## config.mk

```make
export PLATFORM = sky130hd
export DESIGN_NAME = mma_run_ctrl
export DESIGN_NICKNAME = d
export VERILOG_FILES = /design/src/rtl/mma_run_ctrl.sv
export SDC_FILE = /design/constraint.sdc
export NUM_CORES = 1
export LEC_CHECK = 0
export BUFFER_PORTS_ARGS = -buffer_cell sky130_fd_sc_hd__buf_2
export CORE_ASPECT_RATIO = 1.75
export CORE_MARGIN = 2
export CORE_UTILIZATION = 30
export DETAILED_ROUTE_END_ITERATION = 8
export GPL_TIMING_DRIVEN = 0
export PLACE_DENSITY = 0.47
export SLEW_MARGIN = 40
export SYNTH_ARGS = -nofsm -noshare
export SYNTH_HDL_FRONTEND = slang
export SYNTH_SLANG_ARGS = --single-unit
```

## constraint.sdc

```tcl
create_clock -name clk -period 7.8 [get_ports clk]
set_input_delay 1.17 -clock clk [delete_from_list [all_inputs] [get_ports clk]]
set_output_delay 1.17 -clock clk [all_outputs]
set_load 0.02 [all_outputs]
```

## src/rtl/mma_run_ctrl.sv

```systemverilog
// Debug run controller for a small core: accepts host commands, gates the core
// clock enable for STEP/RUN/BREAK, and exposes host-visible I/O port registers.
module mma_run_ctrl #(
  parameter int WIDTH  = 16,
  parameter int NPORT  = 2,
  parameter int PSEL_W = 1
) (
  input  logic                   clk,
  input  logic                   reset,
  input  logic                   cmd_valid,
  output logic                   cmd_ready,
  input  logic [2:0]             cmd_op,
  input  logic [PSEL_W-1:0]      cmd_port,
  input  logic [WIDTH-1:0]       cmd_arg,
  input  logic                   abort,
  input  logic                   core_halt,
  input  logic                   core_fault,
  input  logic                   core_break,
  output logic                   core_en,
  output logic                   core_reset,
  input  logic [NPORT*WIDTH-1:0] in_ports,
  output logic [NPORT*WIDTH-1:0] out_ports,
  output logic                   rsp_valid,
  output logic [WIDTH-1:0]       rsp_data,
  output logic [1:0]             rsp_code,
  output logic                   busy
);

  localparam logic [2:0] OP_NOP    = 3'd0;
  localparam logic [2:0] OP_RESET  = 3'd1;
  localparam logic [2:0] OP_STEP   = 3'd2;
  localparam logic [2:0] OP_RUN    = 3'd3;
  localparam logic [2:0] OP_BREAK  = 3'd4;
  localparam logic [2:0] OP_READ   = 3'd5;
  localparam logic [2:0] OP_WRITE  = 3'd6;
  localparam logic [2:0] OP_STATUS = 3'd7;

  localparam logic [1:0] CODE_DONE  = 2'd0;
  localparam logic [1:0] CODE_HALT  = 2'd1;
  localparam logic [1:0] CODE_FAULT = 2'd2;
  localparam logic [1:0] CODE_BREAK = 2'd3;

  typedef enum logic [1:0] {
    S_IDLE,
    S_RST,
    S_EXEC,
    S_RESP
  } state_t;

  state_t           state_reg;
  logic [2:0]       op_reg;
  logic [WIDTH-1:0] limit_reg;
  logic [WIDTH-1:0] cnt_reg;
  logic             first_reg;
  logic             rst_cnt_reg;
  logic             rsp_valid_reg;
  logic [WIDTH-1:0] rsp_data_reg;
  logic [1:0]       rsp_code_reg;

  logic             accept;
  logic             wr_en;
  logic [NPORT-1:0] port_hit;
  logic [WIDTH-1:0] rd_data;
  logic [WIDTH-1:0] status_data;
  logic             stop_break;
  logic             stop_count;
  logic             exec_stop;
  logic [1:0]       exec_code;

  assign accept      = cmd_valid && (state_reg == S_IDLE);
  assign wr_en       = accept && (cmd_op == OP_WRITE);
  assign status_data = WIDTH'({core_break, core_fault, core_halt});

  // One-hot port decode; an out-of-range index matches nothing, so reads
  // return zero and writes fall on the floor.
  generate
    for (genvar gi = 0; gi < NPORT; gi++) begin : g_port
      logic [WIDTH-1:0] port_q;

      assign port_hit[gi] = (cmd_port == PSEL_W'(gi));
      assign out_ports[gi*WIDTH +: WIDTH] = port_q;

      always_ff @(posedge clk) begin
        if (reset) begin
          port_q <= '0;
        end else if (wr_en && port_hit[gi]) begin
          port_q <= cmd_arg;
        end
      end
    end
  endgenerate

  always_comb begin
    rd_data = '0;
    for (int i = 0; i < NPORT; i++) begin
      if (port_hit[i]) begin
        rd_data = rd_data | in_ports[i*WIDTH +: WIDTH];
      end
    end
  end

  // Stop test runs on this cycle's flags so the core never gets the enable
  // for a cycle in which it is already halted, faulted or aborted.
  assign stop_break = (op_reg == OP_BREAK) && !first_reg && core_break;
  assign stop_count = (op_reg == OP_STEP) && (cnt_reg >= limit_reg);
  assign exec_stop  = core_fault || core_halt || stop_break || stop_count || abort;

  always_comb begin
    if (core_fault) begin
      exec_code = CODE_FAULT;
    end else if (core_halt) begin
      exec_code = CODE_HALT;
    end else if (stop_break) begin
      exec_code = CODE_BREAK;
    end else begin
      exec_code = CODE_DONE;
    end
  end

  always_ff @(posedge clk) begin
    if (reset) begin
      state_reg     <= S_IDLE;
      op_reg        <= OP_NOP;
      limit_reg     <= '0;
      cnt_reg       <= '0;
      first_reg     <= 1'b0;
      rst_cnt_reg   <= 1'b0;
      rsp_valid_reg <= 1'b0;
      rsp_data_reg  <= '0;
      rsp_code_reg  <= CODE_DONE;
    end else begin
      unique case (state_reg)
        S_IDLE: begin
          if (accept) begin
            op_reg    <= cmd_op;
            cnt_reg   <= '0;
            first_reg <= 1'b1;
            limit_reg <= (cmd_arg == '0) ? WIDTH'(1) : cmd_arg;
            unique case (cmd_op)
              OP_NOP: begin
                state_reg <= S_IDLE;
              end
              OP_RESET: begin
                rst_cnt_reg <= 1'b0;
                state_reg   <= S_RST;
              end
              OP_STEP, OP_RUN, OP_BREAK: begin
                state_reg <= S_EXEC;
              end
              OP_READ: begin
                rsp_data_reg  <= rd_data;
                rsp_code_reg  <= CODE_DONE;
                rsp_valid_reg <= 1'b1;
                state_reg     <= S_RESP;
              end
              OP_WRITE: begin
                rsp_data_reg  <= cmd_arg;
                rsp_code_reg  <= CODE_DONE;
                rsp_valid_reg <= 1'b1;
                state_reg     <= S_RESP;
              end
              OP_STATUS: begin
                rsp_data_reg  <= status_data;
                rsp_code_reg  <= CODE_DONE;
                rsp_valid_reg <= 1'b1;
                state_reg     <= S_RESP;
              end
              default: begin
                state_reg <= S_IDLE;
              end
            endcase
          end
        end
        S_RST: begin
          if (rst_cnt_reg) begin
            rsp_data_reg  <= '0;
            rsp_code_reg  <= CODE_DONE;
            rsp_valid_reg <= 1'b1;
            state_reg     <= S_RESP;
          end else begin
            rst_cnt_reg <= 1'b1;
          end
        end
        S_EXEC: begin
          first_reg <= 1'b0;
          if (exec_stop) begin
            rsp_data_reg  <= cnt_reg;
            rsp_code_reg  <= exec_code;
            rsp_valid_reg <= 1'b1;
            state_reg     <= S_RESP;
          end else if (cnt_reg != '1) begin
            cnt_reg <= cnt_reg + WIDTH'(1);
          end
        end
        S_RESP: begin
          rsp_valid_reg <= 1'b0;
          state_reg     <= S_IDLE;
        end
        default: begin
          state_reg <= S_IDLE;
        end
      endcase
    end
  end

  assign cmd_ready  = (state_reg == S_IDLE);
  assign busy       = (state_reg != S_IDLE);
  assign core_reset = (state_reg == S_RST);
  assign core_en    = (state_reg == S_EXEC) && !exec_stop;
  assign rsp_valid  = rsp_valid_reg;
  assign rsp_data   = rsp_data_reg;
  assign rsp_code   = rsp_code_reg;

endmodule

```

# == Word-level counts from Yosys, hierarchy flattened ==
# Index checks and enable logic that the tools add are counted.
# totals
out_inout_bits,55
word_cells,102
register_bits,90
in_bits,59
# op_classes
n_eq_ne,21
n_addsub,1
n_lt_le_gt_ge,1
n_reduce_logical,31
muxes,35
bitwise_logic,2
# op_table
op,count
16-bit two-way mux,9
16-bit one-hot mux with 3 select lines,2
16-bit one-hot mux with 2 select lines,1
2-bit two-way mux,10
"16-bit by 1-bit adder with 16-bit output, second input constant",1
16-bit greater-or-equal comparator,1
16-bit zero test,1
"16-bit inequality test, second input constant",1
16-bit bitwise OR,1
2-bit one-hot mux with 4 select lines,2
"3-bit == test, second input constant",5
5-bit AND reduction,2
"3-bit by 2-bit == test with 1-bit output, second input constant",3
1-bit logical AND,8
"2-bit inequality test, second input constant",4
4-bit AND reduction,2
1-bit two-way mux,7
"2-bit by 1-bit inequality test with 1-bit output, second input constant",3
2-bit one-hot mux with 3 select lines,1
3-bit AND reduction,2
2-bit nonzero test,3
3-bit OR reduction,2
"2-bit == test, second input constant",2
1-bit logical OR,4
other kinds (11),14

# == Logic depth before layout (Yosys ltp) ==
# depth
depth_word,8
mapped_depth,11

# == Least setup slack after synthesis ==
# No wires, ideal clock.
# synth_timing
kind,input to output
start,input port core_break
end,output port core_en
arrival_time_ns,2.173
setup_slack_ns,4.457
path_stages,5
cell_sequence,nand2_1 > nor4_1 > nor4_4 > nand2_1 > nor2_1
# synth_between
elab_chain_len,6
# synth_rtl
element,line_no,rtl
start: declaration,18,"input logic core_break,"
1-bit logical AND,104,assign stop_break = (op_reg == OP_BREAK) && !first_reg && core_break;
1-bit logical OR (3 in a row),106,assign exec_stop = core_fault || core_halt || stop_break || stop_count || abort;
1-bit zero test,209,assign core_en = (state_reg == S_EXEC) && !exec_stop;
1-bit logical AND,209,
end: declaration,19,"output logic core_en,"
# No other way between the ends.

# == Worst setup path in the final report ==
# layout_timing
start,register cnt_reg[0]
end,output port core_en
# layout_between
elab_chain_len,6
# layout_rtl
element,line_no,rtl
start: declaration,53,logic [WIDTH-1:0] cnt_reg;
start signal: assignment,192,cnt_reg <= cnt_reg + WIDTH'(1);
16-bit greater-or-equal comparator,105,assign stop_count = (op_reg == OP_STEP) && (cnt_reg >= limit_reg);
1-bit logical AND,105,
1-bit logical OR (2 in a row),106,
1-bit zero test,209,
1-bit logical AND,209,
# No other way between the ends.

==> parameters.txt <==
Parameter                              Value

Setup path
  Worst reg2reg path endpoint ... cnt_reg[12]$_SDFFE_PP0P_
  Data arrival time at the worst-slack endpoint ... 2.90 ns
  Maximum cell stage delay along the critical path ... 0.44 ns
  Max stage delay cell, worst path ... dfxtp_1
  Setup slack of the worst register-to-register path ... about 4.8 ns
  Kind of start point of the critical path ... flip-flop
  Critical path, cell by cell ... inv_1 > ha_1 > nand2b_4 > a2111oi_4 > a2111oi_2 > nor2_2 > a31o_2 > nand2_1 > nor2_1 > buf_2
  Classification of the worst setup path ... flip-flop to output port
  Count of cells along the worst register-to-register path ... 10
  Crit-path max FO ... 10
  Launch point of the worst reg-to-reg path ... cnt_reg[0]$_SDFFE_PP0P_
  Required arrival time at the worst endpoint ... roughly 6.6 ns
  Critical path's top delay family ... simple AND/OR/NAND/NOR gates
  Critical Path Stages ... 10
  Endpoint kind of the worst setup timing path ... output port
  Buf/Inv on CP ... 2

Routing
  Routed met1 length ... a little under 7000 microns
  Routed vias ... roughly 4,800
  Top routing layer in use ... met4
  1st-iter DRT viols ... about 170
  Met2 routed WL ... between 9000 and 10,000 microns
  Residual antenna-violating net count after detailed routing ... 0
  Final routed wire length divided by cell count ... roughly 20 microns
  Metal3 WL ... about 640 microns
  Overall routed net length ... between 15,000 and 20,000 microns
  Number of DRC violations after detailed routing ... 0
  First-pass DRT Iterations ... 4
  Via/cell ratio ... around 5.2

STA
  Headroom to the max-slew limit ... between 40% and 50%
  Slew @ Worst Pin ... between 0.7 and 0.8 ns
  Maximum frequency from static timing analysis ... 245.6 MHz
  Final-report setup violation count ... 0
  RSZ-0062 raised after global routing ... false
  Post-route worst setup slack ... between 3 and 4 ns
  Share of the clock period used by the worst path ... 52.21%
  Final clock skew ... between 0.01 and 0.015 ns
  Accumulated negative setup slack ... 0 ns
  Fin crit period ... 4.072 ns
  Final hold violation count ... 0
  Final-report max-slew violation count ... 0

Synth
  Synthesized netlist cell count ... roughly 600
  Netlist area before placement ... 4810 sq um
  Number of different library cells in the post-synthesis netlist ... between 60 and 70
  Synthesized netlist net count ... just under 700
  Synthesis Warnings ... 0
  Proportion of synthesized flip-flops having asynchronous set or reset ... 0%
  Leading area contributor after synthesis ... dfxtp_1
  Most used DFF post-synth ... dfxtp_1
  Share of the yosys chip area belonging to registers ... between 30 and 40%
  Fraction of synthesized cell area taken by the top area cell type ... between 30 and 40%
  Most frequent cells after synthesis ... nand2_1 (125), dfxtp_1 (90), a21oi_1 (71)
  Count leader, synth ... nand2_1
  Syn_area_per_cell ... 7.976 sq um
  Register bit count reported by yosys ... 90
  Number of flops mapped to enable cells by yosys ... 0
  Top area cells in the synthesized netlist ... dfxtp_1 (37%), nand2_1 (9.8%), a21oi_1 (7.4%), ha_1 (6.0%), a211oi_1 (5.8%)

Clocking
  Clock root buffer ... clkbuf_16
  Number of gates resized after cts ... 0
  Number of hold buffers added after CTS ... 0
  # Post-CTS Setup Buffers ... 0
  Clock slew at reported path FFs ... around 0.07 ns
  Total number of H-tree levels ... 3
  Clock Path Buffers ... 2
  Skew-Pair Late Insertion Delay ... 0.35 ns
  CTS buffer count ... 9
  TritonCTS clock tree ... yes
  CTS sink count ... 90

Power and ir drop
  Gate power share ... between 30% and 40%
  Power per Cell Area ... approximately 300 nW/um^2
  Sequential share of power ... 31.9%
  Fraction of power spent switching nets ... around 39%
  Peak VDD IR ... roughly 0.13 mV
  Leakage dissipation ... around 2.4 nW
  Internal ... approximately 1.1 mW
  Power dissipated by switching net loads ... slightly below 700 uW
  Clock group share of total power ... approximately 29%

Hold path
  Path class of the lowest-slack min-delay path ... flip-flop to flip-flop
  Hold endpoint ... limit_reg[10]$_SDFFE_PP0P_
  Number of stages on the worst hold path ... 2
  Hold Startpoint ... limit_reg[10]$_SDFFE_PP0P_

Floorplan
  Initial Utilization ... between 30% and 40%
  Placeable core area ... roughly 16,000 sq um
  Standard-cell row count ... just over 60
  Total Die Area ... 17,100 sq um
  Die height ... 171.5 microns
  Number of top-level pins ... ~110
  Die Width ... approximately 100 microns

Global route
  Number of global-route vias before repair ... 4,854
  Largest net degree at the start of global routing ... 17
  Gr usage total ... roughly a fifth
  Global-route wire length before repair ... 27,020 microns
  Antenna violations before repair ... 0
  Total overflow reported by the global router ... 0

Place
  Worst slack, placed ... 3.947 ns
  Final estimated routing congestion in global placement ... 0.9275
  Post-DP HPWL ... 14,530 microns
  Port bufs ... about 110

Status
  Run status ... complete, no violations

Layout
  Growth of design area from synthesis to finish ... 24.25%
  Fraction of layout cells with a size suffix above 1 ... roughly 23%
  Flip-flop count of the largest register after layout ... 32
  Number of antenna cells inserted ... 0
  Register bank with the most flops ... g_port.port_q
  NumNets Final ... 810

Flow run
  Maxcap violations ... 0
==> area by class of cell <==
class,count,area (sq um)
tap,189,236.5
clock buffer,9,225.2
inverter,29,108.9
fill,1695,9823
buffer,40,188.9
timing repair buffer,114,570.5
clock inverter,7,121.4
sequential,90,1802
multi-input combinational,444,2723
==> cell usage in the layout (no fill, tap or decap), types with 8 or more instances in the layout <==
cell	n
a211oi_1	37
a21oi_1	71
a31oi_1	23
buf_2	119
clkbuf_1	28
clkbuf_16	9
dfxtp_1	90
ha_1	23
inv_1	29
mux2i_1	18
nand2_1	125
nand2b_1	10
nand3_1	8
nor2_1	30
o21ai_0	10
==> per-layer routing <==
metal,vias to the layer above,global-route usage (%)
met5,-,0
met4,0,11.67
met3,45,2.966
met2,138,39.63
met1,2245,22.00
li1,2402,-
==> logic make-up after synthesis <==
group / after synthesis / synth area share (%)
AND/OR/NAND/NOR: 226 / 22.40
AO/OA/AOI/OAI: 177 / 24.22
flip-flops: 90 / 37.46
buffers and inverters: 69 / 6.191
adder cells (fa/ha/maj): 23 / 5.983
multiplexers: 18 / 3.746
==> worst max-delay path by stage <==
| stage | end | startpoint | slack [ns] |
|---|---|---|---|
| after floorplan | core_en | core_break | 4.46 |
| after global placement | core_en | core_break | 3.77 |
| after detailed placement | core_en | core_halt | 3.95 |
| after CTS | core_en | cnt_reg[0]$_SDFFE_PP0P_ | 3.74 |
| after global routing | core_en | cnt_reg[11]$_SDFFE_PP0P_ | 3.59 |
| final | core_en | cnt_reg[0]$_SDFFE_PP0P_ | 3.73 |
==> per-stage QoR <==
stage / instance area (sq um) / instances / power [mW] / utilization (%) / hold slack [ns]
after CTS: 5976 / 922 / 1.783 / 37.82 / 0.4566
after global placement: 5612 / 905 / 1.257 / 35.52 / 0.4417
after floorplan: 4810 / 603 / 1.039 / - / 0.4363
final: 5976 / 922 / 1.765 / 37.82 / 0.4536
after detailed placement: 5629 / 906 / 1.266 / 35.63 / 0.4463
after global routing: 5976 / 922 / 1.877 / 37.82 / 0.4786
==> tightest hold or removal path, cell delays in order (launching register included) <==
cell and delay, ns:
dfxtp_1 0.31, nand2_1 0.05, a21oi_1 0.05
==> power by group through the flow <==
stage	sequential, mW	clock (mW)	combinational (mW)
floorplan	0.621	0	0.418
global placement	0.573	0	0.683
detailed placement	0.576	0	0.690
global route	0.575	0.545	0.757
finish	0.564	0.515	0.686
CTS	0.566	0.526	0.691
(Power assumes the default switching activity.)
